==> config.mk <==
export PLATFORM = sky130hd
export DESIGN_NAME = float_multi_pipe_flat
export DESIGN_NICKNAME = d
export VERILOG_FILES = /design/src/rtl/fp_pkg.sv /design/src/rtl/float_multi_pipe_if.sv /design/src/rtl/float_round.sv /design/src/rtl/float_multi_pipe.sv /design/src/flat_wrapper.sv
export SDC_FILE = /design/constraint.sdc
export NUM_CORES = 1
export LEC_CHECK = 0
export CORE_UTILIZATION = 51
export DETAILED_ROUTE_END_ITERATION = 8
export GPL_TIMING_DRIVEN = 1
export PLACE_DENSITY = 0.81
export SYNTH_ARGS = -nofsm -noshare
export SYNTH_HDL_FRONTEND = slang
export SYNTH_SLANG_ARGS = --single-unit
==> constraint.sdc <==
create_clock -name clk_i -period 8.2 [get_ports clk_i]
set_input_delay 2.05 -clock clk_i [delete_from_list [all_inputs] [get_ports clk_i]]
set_output_delay 2.05 -clock clk_i [all_outputs]
set_load 0.05 [all_outputs]
==> src/rtl/fp_pkg.sv <==
// Floating-point package shared by the FP datapath blocks.
//   fp16_t      : IEEE-754 binary16 {sig, exp, man}
//   fp_flags_t  : per-result exception flags {invalid, overflow, underflow, inexact}
//   fp_class_e  : operand classification
//   fp_classify : classifies an operand from width-independent field summaries
//                 computed by the caller at its own field widths.
package fp_pkg;

   typedef struct packed {
      logic       sig;
      logic [4:0] exp;
      logic [9:0] man;
   } fp16_t;

   typedef struct packed {
      logic invalid;
      logic overflow;
      logic underflow;
      logic inexact;
   } fp_flags_t;

   typedef enum logic [2:0] {
      FP_ZERO,
      FP_SUB,
      FP_NORM,
      FP_INF,
      FP_QNAN,
      FP_SNAN
   } fp_class_e;

   function automatic fp_class_e fp_classify(input logic exp_zero, input logic exp_ones,
                                             input logic man_zero, input logic man_msb);
      if (exp_zero) return man_zero ? FP_ZERO : FP_SUB;
      if (exp_ones) return man_zero ? FP_INF : (man_msb ? FP_QNAN : FP_SNAN);
      return FP_NORM;
   endfunction

endpackage

==> src/rtl/float_multi_pipe_if.sv <==
// Handshake/data bundle of float_multi_pipe.
//   request : in_valid_i, in_ready_o, opa_i, opb_i, tag_i
//   response: out_valid_o, out_ready_i, result_o, tag_o, flags_o
//   slave modport is the multiplier side, master modport the issuing side.
interface float_multi_pipe_if
   import fp_pkg::*;
#(
   parameter type fp_t  = fp_pkg::fp16_t,
   parameter int  TAG_W = 4
);
   logic             in_valid_i;
   logic             in_ready_o;
   fp_t              opa_i;
   fp_t              opb_i;
   logic [TAG_W-1:0] tag_i;
   logic             out_valid_o;
   logic             out_ready_i;
   fp_t              result_o;
   logic [TAG_W-1:0] tag_o;
   fp_flags_t        flags_o;

   modport slave (
      input  in_valid_i, opa_i, opb_i, tag_i, out_ready_i,
      output in_ready_o, out_valid_o, result_o, tag_o, flags_o
   );

   modport master (
      output in_valid_i, opa_i, opb_i, tag_i, out_ready_i,
      input  in_ready_o, out_valid_o, result_o, tag_o, flags_o
   );
endinterface

==> src/rtl/float_round.sv <==
// Combinational normalise / round / pack for a finite nonzero product.
//   sign_i   : result sign
//   exp_i    : biased exponent before normalisation, two's complement EXPW+2 bits
//   prod_i   : (MW+1)x(MW+1) significand product, 2*MW+2 bits, value in [1,4)
//   result_o : packed result (inf on overflow, signed zero on underflow)
//   flags_o  : overflow / underflow / inexact (invalid never set here)
// Rounding: FLOAT_MULTI_PIPE_RNE_EN defined -> round-to-nearest-even,
//           undefined -> round-toward-zero.
module float_round
   import fp_pkg::*;
#(
   parameter type fp_t = fp_pkg::fp16_t,
   parameter int  MW   = 10,
   parameter int  EXPW = 5,
   localparam int EW   = EXPW + 2,
   localparam int PW   = 2 * MW + 2
) (
   input  logic          sign_i,
   input  logic [EW-1:0] exp_i,
   input  logic [PW-1:0] prod_i,
   output fp_t           result_o,
   output fp_flags_t     flags_o
);
   localparam logic signed [EW-1:0] MAX_E = EW'(2**EXPW - 1);

   logic [PW-2:0]         norm;
   logic [MW-1:0]         man;
   logic                  guard, sticky, inc;
   logic [MW:0]           man_r;
   logic signed [EW-1:0]  e_n, e_r;

   always_comb begin
      // Drop the leading one; if the product is >= 2 the point moves one place left.
      norm   = prod_i[PW-1] ? prod_i[PW-2:0] : {prod_i[PW-3:0], 1'b0};
      e_n    = $signed(exp_i) + $signed(EW'(prod_i[PW-1]));
      man    = norm[2*MW:MW+1];
      guard  = norm[MW];
      sticky = |norm[MW-1:0];
`ifdef FLOAT_MULTI_PIPE_RNE_EN
      inc    = guard & (sticky | man[0]);
`else
      inc    = 1'b0;
`endif
      man_r  = {1'b0, man} + (MW+1)'(inc);
      // A carry out leaves man_r[MW-1:0] all zero, i.e. 1.0 at the next exponent.
      e_r    = e_n + $signed(EW'(man_r[MW]));

      result_o = {sign_i, e_r[EXPW-1:0], man_r[MW-1:0]};
      flags_o  = '{invalid: 1'b0, overflow: 1'b0, underflow: 1'b0, inexact: guard | sticky};
      if (e_n >= MAX_E || e_r >= MAX_E) begin
         result_o = {sign_i, {EXPW{1'b1}}, {MW{1'b0}}};
         flags_o  = '{invalid: 1'b0, overflow: 1'b1, underflow: 1'b0, inexact: 1'b1};
      end else if (e_n[EW-1] || e_n == '0) begin
         result_o = {sign_i, {(EXPW+MW){1'b0}}};
         flags_o  = '{invalid: 1'b0, overflow: 1'b0, underflow: 1'b1, inexact: 1'b1};
      end
   end
endmodule

==> src/rtl/float_multi_pipe.sv <==
// Three-stage valid/ready floating-point multiplier with tag pass-through.
//   clk_i   : clock, rising edge
//   arst_ni : asynchronous active-low reset, clears every stage
//   bus     : float_multi_pipe_if.slave (operands/tag in, result/tag/flags out)
// S1 classify + exponent sum + special-case decision, S2 significand multiply,
// S3 normalise/round/pack. Subnormal inputs are read as signed zero and tiny
// results flush to zero. Rounding mode selected by FLOAT_MULTI_PIPE_RNE_EN.
module float_multi_pipe
   import fp_pkg::*;
#(
   parameter type fp_t  = fp16_t,
   parameter int  TAG_W = 4
) (
   input  logic               clk_i,
   input  logic               arst_ni,
   float_multi_pipe_if.slave  bus
);
   localparam fp_t FP_ONES   = '1;
   localparam int  MW        = $bits(FP_ONES.man);
   localparam int  EXPW      = $bits(FP_ONES.exp);
   localparam int  EW        = EXPW + 2;
   localparam int  PW        = 2 * MW + 2;
   localparam int  BIAS      = 2**(EXPW-1) - 1;
   localparam fp_t CANON_NAN = {1'b0, {EXPW{1'b1}}, 1'b1, {(MW-1){1'b0}}};

   fp_t              opa, opb;
   fp_class_e        ca, cb;
   logic             a_zero, b_zero, a_inf, b_inf, a_nan, b_nan, any_snan, sign_in;
   logic             spec_in;
   fp_t              spec_res_in;
   fp_flags_t        spec_flg_in;
   logic             ld1, ld2, ld3;

   logic             v1_q, v1_d, v2_q, v2_d, v3_q, v3_d;
   logic             sign1_q, sign1_d, sign2_q, sign2_d;
   logic [EW-1:0]    e1_q, e1_d, e2_q, e2_d;
   logic [MW:0]      ma1_q, ma1_d, mb1_q, mb1_d;
   logic [PW-1:0]    prod2_q, prod2_d;
   logic             spec1_q, spec1_d, spec2_q, spec2_d;
   fp_t              sres1_q, sres1_d, sres2_q, sres2_d, res3_q, res3_d;
   fp_flags_t        sflg1_q, sflg1_d, sflg2_q, sflg2_d, flg3_q, flg3_d;
   logic [TAG_W-1:0] tag1_q, tag1_d, tag2_q, tag2_d, tag3_q, tag3_d;
   fp_t              rnd_res;
   fp_flags_t        rnd_flg;

   assign opa = bus.opa_i;
   assign opb = bus.opb_i;

   // Ready ripples back combinationally so a full pipe still streams one op per cycle.
   assign ld3 = !v3_q || bus.out_ready_i;
   assign ld2 = !v2_q || ld3;
   assign ld1 = !v1_q || ld2;

   always_comb begin
      ca       = fp_classify(opa.exp == '0, opa.exp == '1, opa.man == '0, opa.man[MW-1]);
      cb       = fp_classify(opb.exp == '0, opb.exp == '1, opb.man == '0, opb.man[MW-1]);
      a_zero   = (ca == FP_ZERO) || (ca == FP_SUB);
      b_zero   = (cb == FP_ZERO) || (cb == FP_SUB);
      a_inf    = (ca == FP_INF);
      b_inf    = (cb == FP_INF);
      a_nan    = (ca == FP_QNAN) || (ca == FP_SNAN);
      b_nan    = (cb == FP_QNAN) || (cb == FP_SNAN);
      any_snan = (ca == FP_SNAN) || (cb == FP_SNAN);
      sign_in  = opa.sig ^ opb.sig;

      spec_in     = 1'b1;
      spec_res_in = '0;
      spec_flg_in = '0;
      if (a_nan || b_nan) begin
         spec_res_in         = CANON_NAN;
         spec_flg_in.invalid = any_snan;
      end else if ((a_zero && b_inf) || (a_inf && b_zero)) begin
         spec_res_in         = CANON_NAN;
         spec_flg_in.invalid = 1'b1;
      end else if (a_inf || b_inf) begin
         spec_res_in = {sign_in, {EXPW{1'b1}}, {MW{1'b0}}};
      end else if (a_zero || b_zero) begin
         spec_res_in = {sign_in, {(EXPW+MW){1'b0}}};
      end else begin
         spec_in = 1'b0;
      end
   end

   always_comb begin
      v1_d = v1_q;  sign1_d = sign1_q;  e1_d = e1_q;  ma1_d = ma1_q;  mb1_d = mb1_q;
      spec1_d = spec1_q;  sres1_d = sres1_q;  sflg1_d = sflg1_q;  tag1_d = tag1_q;
      v2_d = v2_q;  sign2_d = sign2_q;  e2_d = e2_q;  prod2_d = prod2_q;
      spec2_d = spec2_q;  sres2_d = sres2_q;  sflg2_d = sflg2_q;  tag2_d = tag2_q;
      v3_d = v3_q;  res3_d = res3_q;  flg3_d = flg3_q;  tag3_d = tag3_q;

      if (ld1) begin
         v1_d = bus.in_valid_i;
         if (bus.in_valid_i) begin
            sign1_d = sign_in;
            e1_d    = EW'(opa.exp) + EW'(opb.exp) - EW'(BIAS);
            ma1_d   = {1'b1, opa.man};
            mb1_d   = {1'b1, opb.man};
            spec1_d = spec_in;
            sres1_d = spec_res_in;
            sflg1_d = spec_flg_in;
            tag1_d  = bus.tag_i;
         end
      end
      if (ld2) begin
         v2_d = v1_q;
         if (v1_q) begin
            sign2_d = sign1_q;
            e2_d    = e1_q;
            prod2_d = PW'(ma1_q) * PW'(mb1_q);
            spec2_d = spec1_q;
            sres2_d = sres1_q;
            sflg2_d = sflg1_q;
            tag2_d  = tag1_q;
         end
      end
      if (ld3) begin
         v3_d = v2_q;
         if (v2_q) begin
            res3_d = spec2_q ? sres2_q : rnd_res;
            flg3_d = spec2_q ? sflg2_q : rnd_flg;
            tag3_d = tag2_q;
         end
      end
   end

   always_ff @(posedge clk_i or negedge arst_ni) begin
      if (!arst_ni) begin
         v1_q <= 1'b0;  sign1_q <= 1'b0;  e1_q <= '0;  ma1_q <= '0;  mb1_q <= '0;
         spec1_q <= 1'b0;  sres1_q <= '0;  sflg1_q <= '0;  tag1_q <= '0;
         v2_q <= 1'b0;  sign2_q <= 1'b0;  e2_q <= '0;  prod2_q <= '0;
         spec2_q <= 1'b0;  sres2_q <= '0;  sflg2_q <= '0;  tag2_q <= '0;
         v3_q <= 1'b0;  res3_q <= '0;  flg3_q <= '0;  tag3_q <= '0;
      end else begin
         v1_q <= v1_d;  sign1_q <= sign1_d;  e1_q <= e1_d;  ma1_q <= ma1_d;  mb1_q <= mb1_d;
         spec1_q <= spec1_d;  sres1_q <= sres1_d;  sflg1_q <= sflg1_d;  tag1_q <= tag1_d;
         v2_q <= v2_d;  sign2_q <= sign2_d;  e2_q <= e2_d;  prod2_q <= prod2_d;
         spec2_q <= spec2_d;  sres2_q <= sres2_d;  sflg2_q <= sflg2_d;  tag2_q <= tag2_d;
         v3_q <= v3_d;  res3_q <= res3_d;  flg3_q <= flg3_d;  tag3_q <= tag3_d;
      end
   end

   float_round #(.fp_t(fp_t), .MW(MW), .EXPW(EXPW)) u_round (
      .sign_i   (sign2_q),
      .exp_i    (e2_q),
      .prod_i   (prod2_q),
      .result_o (rnd_res),
      .flags_o  (rnd_flg)
   );

   assign bus.in_ready_o  = ld1;
   assign bus.out_valid_o = v3_q;
   assign bus.result_o    = res3_q;
   assign bus.tag_o       = tag3_q;
   assign bus.flags_o     = flg3_q;
endmodule

==> src/flat_wrapper.sv <==
// flat-port wrapper written by rule: the top's interface ports become plain ports
module float_multi_pipe_flat import fp_pkg::*;
#(
   parameter type fp_t  = fp16_t,
   parameter int  TAG_W = 4
)
  (clk_i, arst_ni, bus_in_valid_i, bus_opa_i, bus_opb_i, bus_tag_i, bus_out_ready_i, bus_in_ready_o, bus_out_valid_o, bus_result_o, bus_tag_o, bus_flags_o);
  float_multi_pipe_if #(.fp_t(fp_t), .TAG_W(TAG_W)) bus_i ();
  input  logic clk_i;
  input  logic arst_ni;
  input wire logic [$bits(bus_i.in_valid_i)-1:0] bus_in_valid_i;
  input wire logic [$bits(bus_i.opa_i)-1:0] bus_opa_i;
  input wire logic [$bits(bus_i.opb_i)-1:0] bus_opb_i;
  input wire logic [$bits(bus_i.tag_i)-1:0] bus_tag_i;
  input wire logic [$bits(bus_i.out_ready_i)-1:0] bus_out_ready_i;
  output wire logic [$bits(bus_i.in_ready_o)-1:0] bus_in_ready_o;
  output wire logic [$bits(bus_i.out_valid_o)-1:0] bus_out_valid_o;
  output wire logic [$bits(bus_i.result_o)-1:0] bus_result_o;
  output wire logic [$bits(bus_i.tag_o)-1:0] bus_tag_o;
  output wire logic [$bits(bus_i.flags_o)-1:0] bus_flags_o;
  assign bus_i.in_valid_i = bus_in_valid_i;
  assign bus_i.opa_i = bus_opa_i;
  assign bus_i.opb_i = bus_opb_i;
  assign bus_i.tag_i = bus_tag_i;
  assign bus_i.out_ready_i = bus_out_ready_i;
  assign bus_in_ready_o = bus_i.in_ready_o;
  assign bus_out_valid_o = bus_i.out_valid_o;
  assign bus_result_o = bus_i.result_o;
  assign bus_tag_o = bus_i.tag_o;
  assign bus_flags_o = bus_i.flags_o;
  float_multi_pipe #(.fp_t(fp_t), .TAG_W(TAG_W)) u_core (.clk_i(clk_i), .arst_ni(arst_ni), .bus(bus_i));
endmodule
==> impl_metrics.tcl, run 1 <==
set metrics [dict create \
    status "complete, no violations" \
    netlist.area_leader.share_pct 29.9 \
    r2r_cells 15 \
    post-cts-setup-buffers 0 \
    antennaDiodeCount 0 \
    grt_antenna_before_repair 0 \
    dr.pass1.iters 6 \
    synthTopCellsByCount "172 x nand2_1, 110 x inv_1, 104 x dfrtp_1" \
    tightest_slew_ps 1040 \
    holdBufCountCts 0 \
    fin_nets 1139 \
    finalCritPeriodShare_pct 68.0 \
    yosysWarnings 0 \
    holdPathEnd "u_core.tag2_q[1]" \
    crit_arrival_ps 3530 \
    ioPinCount 66 \
    ys_seq_elements 104 \
    drt_iter0_drc 343 \
    grt_pass1_wl_mm 31.1 \
    max_slew_margin_pct 30.5 \
    routed_wl_mm 18.0 \
    cts-resized-gates 0 \
    finalSetupViolations 0 \
    synthArstFlopShare_pct 100 \
    crit_required_ps 6150 \
    path_common_cell "clkdlybuf4s50_1" \
    core_um2 16600 \
    yosysTopAreaCell "dfrtp_1" \
    yosysMostFrequentCell "nand2_1" \
    endpoint_kind "output port" \
    synthTopCellsByArea "dfrtp_1 30%, fa_1 19%, ha_1 9.8%" \
    yosysUniqueCellTypes 62 \
    clock_latency_ps 360 \
    fp.dieW_um 133 \
    crit_fanout 3 \
    die_y_um 133 \
    finalClockSkew_ps 9.93 \
    htreeDepth 3 \
    hold_path.startpoint "u_core.tag1_q[1]" \
    grt_pass1_vias 6509 \
    ant_nets 0 \
    fin_setup_tns_ps 0 \
    rows 47 \
    drc 0 \
    r2r_end "u_core.prod2_q[18]" \
    die_area_um2 17600 \
    crit_type "in -> out" \
    areaGrowthSynthToFinish_pct 12.6 \
    final_util_pct 58.8 \
    netlist_instances 916 \
    grt_start_max_net_pins 82 \
    cts.clk_slew.worst_paths_ps 80 \
    synth-seq-area-share_pct 29.9 \
    cp_slowest_stage_delay_ps 820 \
    hpwl_mm 13.5 \
    netlist_area_um2 8700 \
    cp-start-kind "primary input" \
    min_period_ps 5580 \
    reg2reg_setup_slack_ps 2620 \
    path_cells "clkdlybuf4s50_1 -> nor2b_1 -> nand3_1 -> clkdlybuf4s50_1" \
    wire_per_inst_um 15.3 \
    synth-edff-count 0 \
    port_buffers 65 \
    synth_nets 1105 \
    hold_viol_final 0 \
    ys.flop_type "dfrtp_1" \
    r2r-start "u_core.mb1_q[10]" \
    hold_path_class "reg -> reg" \
    maxCapViolations 0 \
    routed-via-count 6406 \
    via_per_inst 5.45 \
    drv_slew 0 \
    clockBufferDepth 2 \
    fmax_mhz 179 \
    cts_root_buffer "clkbuf_16" \
    cp_slowest_cell "clkdlybuf4s50_1" \
    gp_congestion 0.842 \
    synth_area_per_cell_um2 9.49 \
    cts_made_buffers 9 \
    cts_tree "yes" \
    clock-sinks 104 \
    whs_path_depth 2 \
    start_util_pct 52.3 \
    grt.overflow.total 0 \
    rsz0062_at_grt "false" \
    track_usage_pct 22.0 \
    drive_gt1_share_pct 3.14 \
]
-- per-stage QoR --
stage                     std cells  cell area (µm²)  worst slack (ps)  hold slack [ps]
after floorplan                 916             8700              3050              435
after global placement         1159             9470              2620              447
after detailed placement       1159             9470              2620              455
after CTS                      1175             9790              2620              475
after global routing           1175             9790              2320              496
final                          1175             9790              2620              470
-- worst max-delay path, delay by kind of cell --
kind,cells,cell delay (ps)
and+or+nand+nor,2,190
buffers and inverters,2,1290
-- layer usage --
metal  track usage, %  share of wire, %  wire length, µm
met4             4.92               1.1              201
met2             35.8                47             8450
met5                0                 0                0
met1             30.3                47             8390
met3             4.64               5.4              980
-- worst max-delay path by stage --
stage | startpoint | slack [ps] | end
floorplan | u_core.ma1_q[5] | 3050 | u_core.prod2_q[21]
global placement | bus_out_ready_i | 2620 | bus_in_ready_o
detailed placement | bus_out_ready_i | 2620 | bus_in_ready_o
CTS | bus_out_ready_i | 2620 | bus_in_ready_o
global route | u_core.mb1_q[10] | 2320 | u_core.prod2_q[18]
finish | bus_out_ready_i | 2620 | bus_in_ready_o
-- layout by cell type (no fill, tap or decap), types with 3 or more instances in the layout --
master | Yosys | layout
nor2_1 | 18 | 18
xnor2_1 | 12 | 12
nand2b_1 | 7 | 7
o21ai_0 | 8 | 8
or4_1 | 3 | 3
a21o_1 | 8 | 8
a21oi_1 | 17 | 17
nand2_1 | 172 | 170
mux2i_1 | 13 | 13
nand4_1 | 9 | 9
a31oi_1 | 7 | 7
o21ai_1 | 30 | 30
buf_4 | 0 | 4
o21a_1 | 4 | 4
o31ai_1 | 5 | 5
inv_1 | 110 | 110
inv_8 | 0 | 3
xor2_1 | 8 | 8
dfrtp_1 | 104 | 104
a221o_1 | 5 | 5
mux2_1 | 31 | 31
nor3_1 | 9 | 9
o211ai_1 | 3 | 3
clkdlybuf4s50_1 | 0 | 64
clkbuf_16 | 0 | 9
ha_1 | 68 | 68
nand3_1 | 11 | 11
nor2b_1 | 4 | 4
nor4_1 | 6 | 6
a211oi_1 | 4 | 4
fa_1 | 81 | 81
and3_1 | 5 | 5
and2_1 | 72 | 72
-- kinds of logic after synthesis --
group | Yosys count | synth area share (%)
simple gates | 324 | 17.8
buf+inv | 156 | 6.79
fa+ha+maj | 149 | 28.4
compound gates | 117 | 9.22
flops | 104 | 29.9
mux | 45 | 5.64
xor+xnor | 21 | 2.20
-- sequential cells by signal, summed over array words and instances (netlist names) --
name	flops
u_core.prod2_q	22
u_core.bus.result_o	16
u_core.mb1_q	11
u_core.ma1_q	10
u_core.e1_q	7
u_core.e2_q	7
u_core.bus.flags_o	4
u_core.bus.tag_o	4
u_core.tag1_q	4
u_core.tag2_q	4
u_core.sres1_q	3
u_core.sres2_q	3
u_core.bus.out_valid_o	1
u_core.sflg1_q	1
u_core.sflg2_q	1
u_core.sign1_q	1
u_core.sign2_q	1
u_core.spec1_q	1
u_core.spec2_q	1
u_core.v1_q	1
u_core.v2_q	1
-- final cells by class --
cell class | instances | area [µm²]
Clock buffer | 9 | 225
Multi-Input combinational cell | 656 | 5510
Sequential cell | 104 | 2600
Clock inverter | 7 | 91.3
Fill cell | 1413 | 6850
Inverter | 111 | 417
Tap cell | 220 | 275
Timing Repair Buffer | 68 | 671
Power of run 1 is not shown: default switching activity piles up to over one toggle a cycle in this logic, so the estimate is an artifact.
==> run 2: changes to the inputs <==
--- a/config.mk
+++ b/config.mk
@@ -8,7 +8,7 @@
 export CORE_UTILIZATION = 51
 export DETAILED_ROUTE_END_ITERATION = 8
 export GPL_TIMING_DRIVEN = 1
-export PLACE_DENSITY = 0.81
+export PLACE_DENSITY = 0.84
 export SYNTH_ARGS = -nofsm -noshare
 export SYNTH_HDL_FRONTEND = slang
 export SYNTH_SLANG_ARGS = --single-unit
==> constraint.sdc (replaced) <==
create_clock -name clk_i -period 4.7 [get_ports clk_i]
set_input_delay 1.175 -clock clk_i [delete_from_list [all_inputs] [get_ports clk_i]]
set_output_delay 1.175 -clock clk_i [all_outputs]
set_load 0.05 [all_outputs]
==> impl_metrics.tcl, run 2 (synthesis gave the netlist of run 1 again) <==
set metrics [dict create \
    r2r_end "u_core.prod2_q[21]" \
    track_usage_pct 23.8 \
    fin_nets 1216 \
    r2r_cells 16 \
    grt_antenna_before_repair 0 \
    htreeDepth 3 \
    finalClockSkew_ps 8.70 \
    path_cells "nand2_2 -> fa_1 -> fa_1 -> inv_1 -> fa_1 -> fa_1 -> inv_1 -> fa_1 -> inv_2 -> ha_4 -> o21a_1 -> o211ai_4 -> a2111oi_4 -> a21oi_2 -> or4b_1 -> nand4_1" \
    final_cell_mix "159 x nand2_1, 96 x inv_1, 88 x dfrtp_1, 74 x fa_1, 68 x buf_4" \
    grt.overflow.total 0 \
    layout_commonest_cell "nand2_1" \
    setup_slack_ps -205 \
    max_slew_margin_pct 33.6 \
    routed-via-count 6804 \
    largest_register "u_core.prod2_q" \
    hold_path.startpoint "u_core.tag1_q[3]" \
    hpwl_mm 14.7 \
    start_util_pct 52.3 \
    antennaDiodeCount 0 \
    r2r-start "u_core.ma1_q[6]" \
    cp_slowest_cell "fa_1" \
    cts_root_buffer "clkbuf_16" \
    violations "setup timing" \
    die_area_um2 17600 \
    largest_register_ffs 22 \
    finalSetupViolations 6 \
    wire_per_inst_um 16.2 \
    multi_input_area_um2 5850 \
    cts_made_buffers 9 \
    ioPinCount 66 \
    grt_start_max_net_pins 72 \
    crit_required_ps 5000 \
    clockBufferDepth 2 \
    path_common_cell "fa_1" \
    rsz0062_at_grt "true" \
    regArea_um2 2620 \
    drc 0 \
    die_y_um 133 \
    finalCritPeriodShare_pct 104 \
    status "complete, but fails checks" \
    hold_slack_ps 470 \
    grt_pass1_vias 6921 \
    whs_path_depth 2 \
    tightest_slew_ps 993 \
    reg2reg_setup_slack_ps -210 \
    gp_congestion 0.883 \
    min_period_ps 4910 \
    cts.clk_slew.worst_paths_ps 80 \
    core_um2 16600 \
    drt_iter0_drc 425 \
    holdPathEnd "u_core.tag2_q[3]" \
    worst-path-buf-inv 3 \
    via_per_inst 5.43 \
    fp.dieW_um 133 \
    cts_tree "yes" \
    drv_slew 0 \
    drive_gt1_share_pct 18.2 \
    ant_nets 0 \
    dr.pass1.iters 5 \
    endpoint_kind "flop" \
    clock-sinks 104 \
    hold_viol_final 0 \
    fmax_mhz 204 \
    grt_pass1_wl_mm 33.3 \
    hold_path_class "reg -> reg" \
    crit_family "adder cells" \
    rows 47 \
    maxCapViolations 0 \
    port_buffers 65 \
    clock_latency_ps 360 \
    cp_slowest_stage_delay_ps 570 \
    path_depth 16 \
    cp-start-kind "flop" \
    crit_type "reg -> reg" \
    routed_wl_mm 20.2 \
    nFillCells 1213 \
    crit_fanout 7 \
    crit_arrival_ps 5210 \
    areaGrowthSynthToFinish_pct 23.8 \
]
==> run 2: timing repair <==
action / CTS / global route
setup endpoints to repair: 10 / 12
pin swaps: 14 / 46
setup buffers: 15 / 10
gates resized for setup: 37 / 60
hold buffers: 0 / 0
==> run 2: routing by layer <==
layer  GRT usage, %  wire [µm]
met2           39.5       9900
met5              0          0
met3           4.87       1030
met4           7.28        443
met1           31.3       8860
==> run 2: cell type report <==
cell class / instances / area share [%]
multi-input cells: 656 / 54.4
clock buffers: 9 / 2.09
repair buffers: 145 / 12.1
well taps: 220 / 2.56
inverters: 111 / 3.87
flip-flops and latches: 104 / 24.4
clock inverters: 7 / 0.639
==> run 2: worst max path at each step <==
stage | startpoint | to
6_report | u_core.ma1_q[6] | u_core.prod2_q[21]
5_1_grt | u_core.mb1_q[6] | u_core.prod2_q[21]
4_1_cts | u_core.mb1_q[2] | u_core.prod2_q[21]
3_5_place_dp | u_core.mb1_q[4] | u_core.prod2_q[15]
3_3_place_gp | u_core.ma1_q[2] | u_core.prod2_q[21]
2_1_floorplan | u_core.ma1_q[6] | u_core.prod2_q[21]
==> run 2: through the flow <==
step           std cells  util, %  setup TNS [ps]  setup WS [ps]  cell area, µm²
2_1_floorplan        916        -           -49.6          -49.6            8930
3_5_place_dp        1214     60.0           -1270           -240            9980
4_1_cts             1245     63.2            -600           -141           10500
5_1_grt             1252     64.7           -1910           -306           10800
3_3_place_gp        1214     60.0            -802           -170            9980
6_report            1252     64.7            -847           -205           10800
==> run 2: worst register-to-register path: cells and delay by family (launching register included) <==
family	cells	cell delay [ps]
fa+ha+maj	6	2820
flops	1	480
simple gates	3	690
compound gates	4	710
buf+inv	3	160
Power of run 2 is left out for the same reason.
